===== src/rtl/matrix_reg_file.sv =====
// rtl/matrix_reg_file.sv - DEPTH x WIDTH matrix operand register file; optional read bypass via MATRIX_REG_FILE_BYPASS_EN
module matrix_reg_file #(
    parameter int WIDTH = 16,
    parameter int DEPTH = 9,
    localparam int AW = (DEPTH > 2) ? $clog2(DEPTH) : 1
) (
    input  logic                   clk,
    input  logic                   rst_n,
    input  logic                   wr_en,
    input  logic [AW-1:0]          wr_addr,
    input  logic [WIDTH-1:0]       wr_data,
    input  logic                   ld_start,
    input  logic                   ld_valid,
    input  logic [WIDTH-1:0]       ld_data,
    output logic                   ld_ready,
    output logic [AW:0]            ld_count,
    output logic                   full,
    input  logic [AW-1:0]          rd_addr_a,
    input  logic [AW-1:0]          rd_addr_b,
    output logic [WIDTH-1:0]       rd_data_a,
    output logic [WIDTH-1:0]       rd_data_b,
    output logic [DEPTH*WIDTH-1:0] mat_out
);
    localparam logic [1:0] S_IDLE = 2'd0;
    localparam logic [1:0] S_LOAD = 2'd1;
    localparam logic [1:0] S_FULL = 2'd2;

    localparam logic [AW:0] DEPTH_W = (AW+1)'(DEPTH);
    localparam logic [AW:0] LAST    = (AW+1)'(DEPTH - 1);

    logic [1:0]       state;
    logic [WIDTH-1:0] mem [DEPTH];
    logic             st_acc;
    logic             rnd_acc;
    logic             we;
    logic [AW-1:0]    wa;
    logic [WIDTH-1:0] wd;

    assign ld_ready = (state == S_LOAD);
    assign full     = (state == S_FULL);

    // Stream and random writes are mutually exclusive (LOAD vs. not LOAD), so one write port suffices.
    assign st_acc  = ld_ready & ld_valid & ~ld_start;
    assign rnd_acc = wr_en & ~ld_ready & ({1'b0, wr_addr} < DEPTH_W);
    assign we      = st_acc | rnd_acc;
    assign wa      = st_acc ? ld_count[AW-1:0] : wr_addr;
    assign wd      = st_acc ? ld_data : wr_data;

    function automatic logic [WIDTH-1:0] read_port(input logic [AW-1:0] addr);
        if ({1'b0, addr} >= DEPTH_W) return '0;
`ifdef MATRIX_REG_FILE_BYPASS_EN
        if (we && (addr == wa)) return wd;
`endif
        return mem[addr];
    endfunction

    always_ff @(posedge clk or negedge rst_n) begin
        if (!rst_n) begin
            state     <= S_IDLE;
            ld_count  <= '0;
            rd_data_a <= '0;
            rd_data_b <= '0;
            for (int i = 0; i < DEPTH; i++) mem[i] <= '0;
        end else begin
            rd_data_a <= read_port(rd_addr_a);
            rd_data_b <= read_port(rd_addr_b);
            if (we) mem[wa] <= wd;
            if (ld_start) begin
                state    <= S_LOAD;
                ld_count <= '0;
            end else if (st_acc) begin
                ld_count <= ld_count + 1'b1;
                if (ld_count == LAST) state <= S_FULL;
            end
        end
    end

    for (genvar k = 0; k < DEPTH; k++) begin : g_mat
        assign mat_out[k*WIDTH +: WIDTH] = mem[k];
    end
endmodule


===== config.mk =====
export PLATFORM = sky130hd
export DESIGN_NAME = matrix_reg_file
export DESIGN_NICKNAME = d
export VERILOG_FILES = /design/src/rtl/matrix_reg_file.sv
export SDC_FILE = /design/constraint.sdc
export NUM_CORES = 1
export LEC_CHECK = 0
export CORE_UTILIZATION = 25
export CTS_BUF_LIST = sky130_fd_sc_hd__clkbuf_8
export DETAILED_ROUTE_END_ITERATION = 8
export GPL_TIMING_DRIVEN = 0
export SYNTH_ARGS = -nofsm -noshare
export SYNTH_HDL_FRONTEND = slang
export SYNTH_SLANG_ARGS = --single-unit

===== constraint.sdc =====
create_clock -name clk -period 2.6 [get_ports clk]
set_input_delay 0.26 -clock clk [delete_from_list [all_inputs] [get_ports clk]]
set_output_delay 0.26 -clock clk [all_outputs]
set_load 0.02 [all_outputs]

==> impl_metrics.xml <==
<?xml version="1.0" encoding="UTF-8"?>
<metrics>
  <group name="global_routing">
    <metric name="first_global_vias" unit="">7365</metric>
    <metric name="track_usage" unit="">0.191</metric>
    <metric name="grt_first_pass_wirelength" unit="um">52000</metric>
    <metric name="grt.overflow.total" unit="">0</metric>
    <metric name="largest_net_degree_at_the_start_of_global_routing" unit="">105</metric>
    <metric name="antenna_found_initial" unit="">0</metric>
  </group>
  <group name="clocking">
    <metric name="cts-htree-levels" unit="">4</metric>
    <metric name="cts_tree" unit="">done</metric>
    <metric name="cts.repair.resized" unit="">0</metric>
    <metric name="path_clk_slew" unit="ns">0.10</metric>
    <metric name="cts_inserted_buffers" unit="">17</metric>
    <metric name="cts_root_buf" unit="">clkbuf_8</metric>
    <metric name="cts_max_path_buffers" unit="">2</metric>
    <metric name="cts.sink_count" unit="">183</metric>
    <metric name="clkLatencyLatePin" unit="ns">0.50</metric>
  </group>
  <group name="drt">
    <metric name="number_of_vias_in_the_routed_layout" unit="">7054</metric>
    <metric name="wirelength_per_cell" unit="um">24.9</metric>
    <metric name="drc" unit="">0</metric>
    <metric name="dr.first_iter.drc_count" unit="">416</metric>
    <metric name="route.antenna.remaining_nets" unit="">0</metric>
    <metric name="detailedRoute.firstPassIterationCount" unit="">5</metric>
    <metric name="route.final.wire_length" unit="um">36300</metric>
    <metric name="avgViaCountPerCell" unit="">4.84</metric>
  </group>
  <group name="yosys">
    <metric name="post_synth_mux_area_share" unit="">0.348</metric>
    <metric name="synth_top_cells_by_area" unit="">dfrtp_1 48%, mux2_2 15%, mux4_2 7.6%</metric>
    <metric name="synth.avg_cell_area" unit="sq um">13.8</metric>
    <metric name="yosys_most_used_dff" unit="">dfrtp_1</metric>
    <metric name="synth_top_family_by_area" unit="">multiplexers</metric>
    <metric name="synth_xor_area_frac" unit="">0.00370</metric>
    <metric name="compound_gate_fraction_of_synth_area" unit="">0.0659</metric>
    <metric name="synthCells" unit="">686</metric>
    <metric name="synth.cells.most_frequent" unit="">183 x dfrtp_1, 129 x mux2_2, 68 x nand2_1</metric>
    <metric name="synth-edff-count" unit="">0</metric>
    <metric name="synth_fa_ha_area_frac" unit="">0.00264</metric>
    <metric name="synthesis.yosys.warnings" unit="">0</metric>
    <metric name="seq_area_frac_synth" unit="">0.484</metric>
    <metric name="post_synth_and_or_nand_nor_area_fraction" unit="">0.0575</metric>
    <metric name="mappedNetlistNets" unit="">737</metric>
    <metric name="synth-seq-cells" unit="">183</metric>
    <metric name="netlist_area" unit="sq um">9470</metric>
    <metric name="synth_cell_type_count" unit="">43</metric>
    <metric name="synth_most_common_cell" unit="">dfrtp_1</metric>
    <metric name="synthDominantCellAreaShare" unit="">0.484</metric>
    <metric name="synthArstFlopShare" unit="">1.00</metric>
    <metric name="yosys.area.top_type" unit="">dfrtp_1</metric>
  </group>
  <group name="critical_path">
    <metric name="worst-endpoint-required" unit="ns">2.98</metric>
    <metric name="worst-setup-path-type" unit="">in -&gt; reg</metric>
    <metric name="worstSetupStartpointType" unit="">input port</metric>
    <metric name="worst_setup_path_end_kind" unit="">flop</metric>
    <metric name="cp_max_fo" unit="">10</metric>
    <metric name="worstPathArrival" unit="ns">2.87</metric>
  </group>
  <group name="placement">
    <metric name="dp_hpwl" unit="um">25300</metric>
    <metric name="numPlacedInstances" unit="">1415</metric>
    <metric name="placed_cell_area" unit="sq um">12400</metric>
    <metric name="place.port_buffers" unit="">224</metric>
    <metric name="dp_slack" unit="ns">-0.446</metric>
    <metric name="gp_routability_congestion" unit="">0.795</metric>
  </group>
  <group name="sta">
    <metric name="hold_violations" unit="">0</metric>
    <metric name="fin_crit_sh" unit="">0.956</metric>
    <metric name="slew_viol_final" unit="">0</metric>
    <metric name="min_period" unit="ns">2.49</metric>
    <metric name="max_freq" unit="MHz">402</metric>
    <metric name="grt_setup_unrepaired" unit="">no</metric>
    <metric name="max_slew.worst_pin.slew" unit="ns">1.26</metric>
    <metric name="timing.final.setup_violations" unit="">0</metric>
    <metric name="finalClockSkew" unit="ns">0.0201</metric>
    <metric name="maxSlewHeadroom" unit="">0.158</metric>
    <metric name="timing.setup.tns" unit="ns">0</metric>
    <metric name="final.setup.worst_slack" unit="ns">0.114</metric>
  </group>
  <group name="power">
    <metric name="share_clk_of_total_power" unit="">0.244</metric>
    <metric name="p_switching" unit="mW">3.11</metric>
    <metric name="power.density" unit="nW/um^2">696</metric>
    <metric name="vdd_drop_max" unit="V">0.000318</metric>
    <metric name="design_power_total" unit="mW">8.99</metric>
    <metric name="static-leakage-power" unit="nW">5.44</metric>
    <metric name="netSwitchingFraction" unit="">0.346</metric>
    <metric name="power_frac_comb" unit="">0.333</metric>
    <metric name="pwr-share-seq" unit="">0.423</metric>
    <metric name="internal_power" unit="mW">5.88</metric>
  </group>
  <group name="cells_and_area">
    <metric name="drive_gt1_frac" unit="">0.287</metric>
    <metric name="layout.cells.non_filler" unit="">1456</metric>
    <metric name="fin_nets" unit="">990</metric>
    <metric name="final_area" unit="sq um">12900</metric>
    <metric name="n_antenna_cell" unit="">0</metric>
    <metric name="layout-area-overhead-vs-synth" unit="%">36.4</metric>
  </group>
  <group name="floorplan">
    <metric name="initial_core_util" unit="">0.256</metric>
    <metric name="io-pin-count" unit="">232</metric>
    <metric name="floorplan.rows" unit="">70</metric>
    <metric name="die_area" unit="sq um">38700</metric>
    <metric name="core" unit="sq um">37000</metric>
    <metric name="floorplan.die.width" unit="um">197</metric>
    <metric name="die_height" unit="um">197</metric>
  </group>
  <group name="hold_path">
    <metric name="hold_crit_path_type" unit="">in -&gt; async</metric>
  </group>
  <group name="outcome">
    <metric name="run_status" unit="">complete, no violations</metric>
  </group>
  <group name="flow_run">
    <metric name="max_cap_violations" unit="">0</metric>
  </group>
</metrics>
-- power groups by stage --
stage | Combinational (mW) | Sequential (mW) | Clock, mW
final | 2.99 | 3.80 | 2.19
after global routing | 3.15 | 3.88 | 2.37
after CTS | 3.01 | 3.80 | 2.26
after detailed placement | 3.00 | 3.85 | 0
after global placement | 2.97 | 3.84 | 0
after floorplan | 0.972 | 4.30 | 0
-- sequential cells by signal, summed over array words and instances (netlist names) --
register	flops
mat_out	144
rd_data_b	16
state	2
ld_count	5
rd_data_a	16
-- cells in the final DEF (no fill, tap or decap), drive strengths merged, types with 32 or more instances in the layout --
master	synthesis	routed
clkdlybuf4s50	0	223
mux2i	64	64
o21ai	32	32
dfrtp	183	183
a221oi	32	32
nand2	69	69
mux2	161	161
clkbuf	27	47
buf	24	33
mux4	32	32
-- worst paths after layout --
kind	startpoint	end	slack, ns	cells past startpoint
max in group asynchronous	rst_n	rd_data_b[8]	1.35	3
worst max-delay path	ld_start	mat_out[120]	0.11	8
min in group clk	rd_addr_a[0]	rd_data_a[3]	0.38	3
worst min register to register	mat_out[132]	rd_data_b[4]	0.52	2
worst max register to register	state[1]	mat_out[120]	0.18	6
worst min-delay path	rst_n	ld_count[2]	0.30	2
-- through the flow --
stage	hold WS (ns)	util
2_1_floorplan	-0.0356	-
3_3_place_gp	0.456	0.334
3_5_place_dp	0.292	0.335
4_1_cts	0.330	0.347
5_1_grt	0.357	0.349
6_report	0.298	0.349
-- layer usage --
metal	global-route usage	share of wire
met4	0.0680	0.026
met5	0	0
met1	0.252	0.44
met2	0.306	0.47
met3	0.0447	0.063
-- repair_timing --
item / CTS / global route
hold endpoints to repair: 86 / 0
endpoints found under the setup margin: 0 / 10
setup buffers: 0 / 6
hold buffers: 2 / 0
-- worst max-delay path, cell delays in order --
cell and delay [ns]:
dlygate4sd3_1 0.57, buf_6 0.15, nor4bb_1 0.27, buf_4 0.23, mux2_4 0.37, a21oi_4 0.38
buf_6 0.28, mux2_2 0.35
-- cell families after synthesis --
logic type               Yosys count
flip-flops                       183
multiplexers                     257
XOR/XNOR                           4
AND/OR/NAND/NOR                  109
AO/OA/AOI/OAI                     76
buffers and inverters             55
adder cells (fa/ha/maj)            2
-- final cells by class --
type,count,area (sq um)
clock buffers,20,275
well taps,504,631
flip-flops and latches,183,4580
multi-input cells,448,4520
clock inverters,12,164
repair buffers,234,2380
inverters,4,15.0
plain buffers,51,354
fillers,3722,24000
Power figures use the tool's default switching activity.
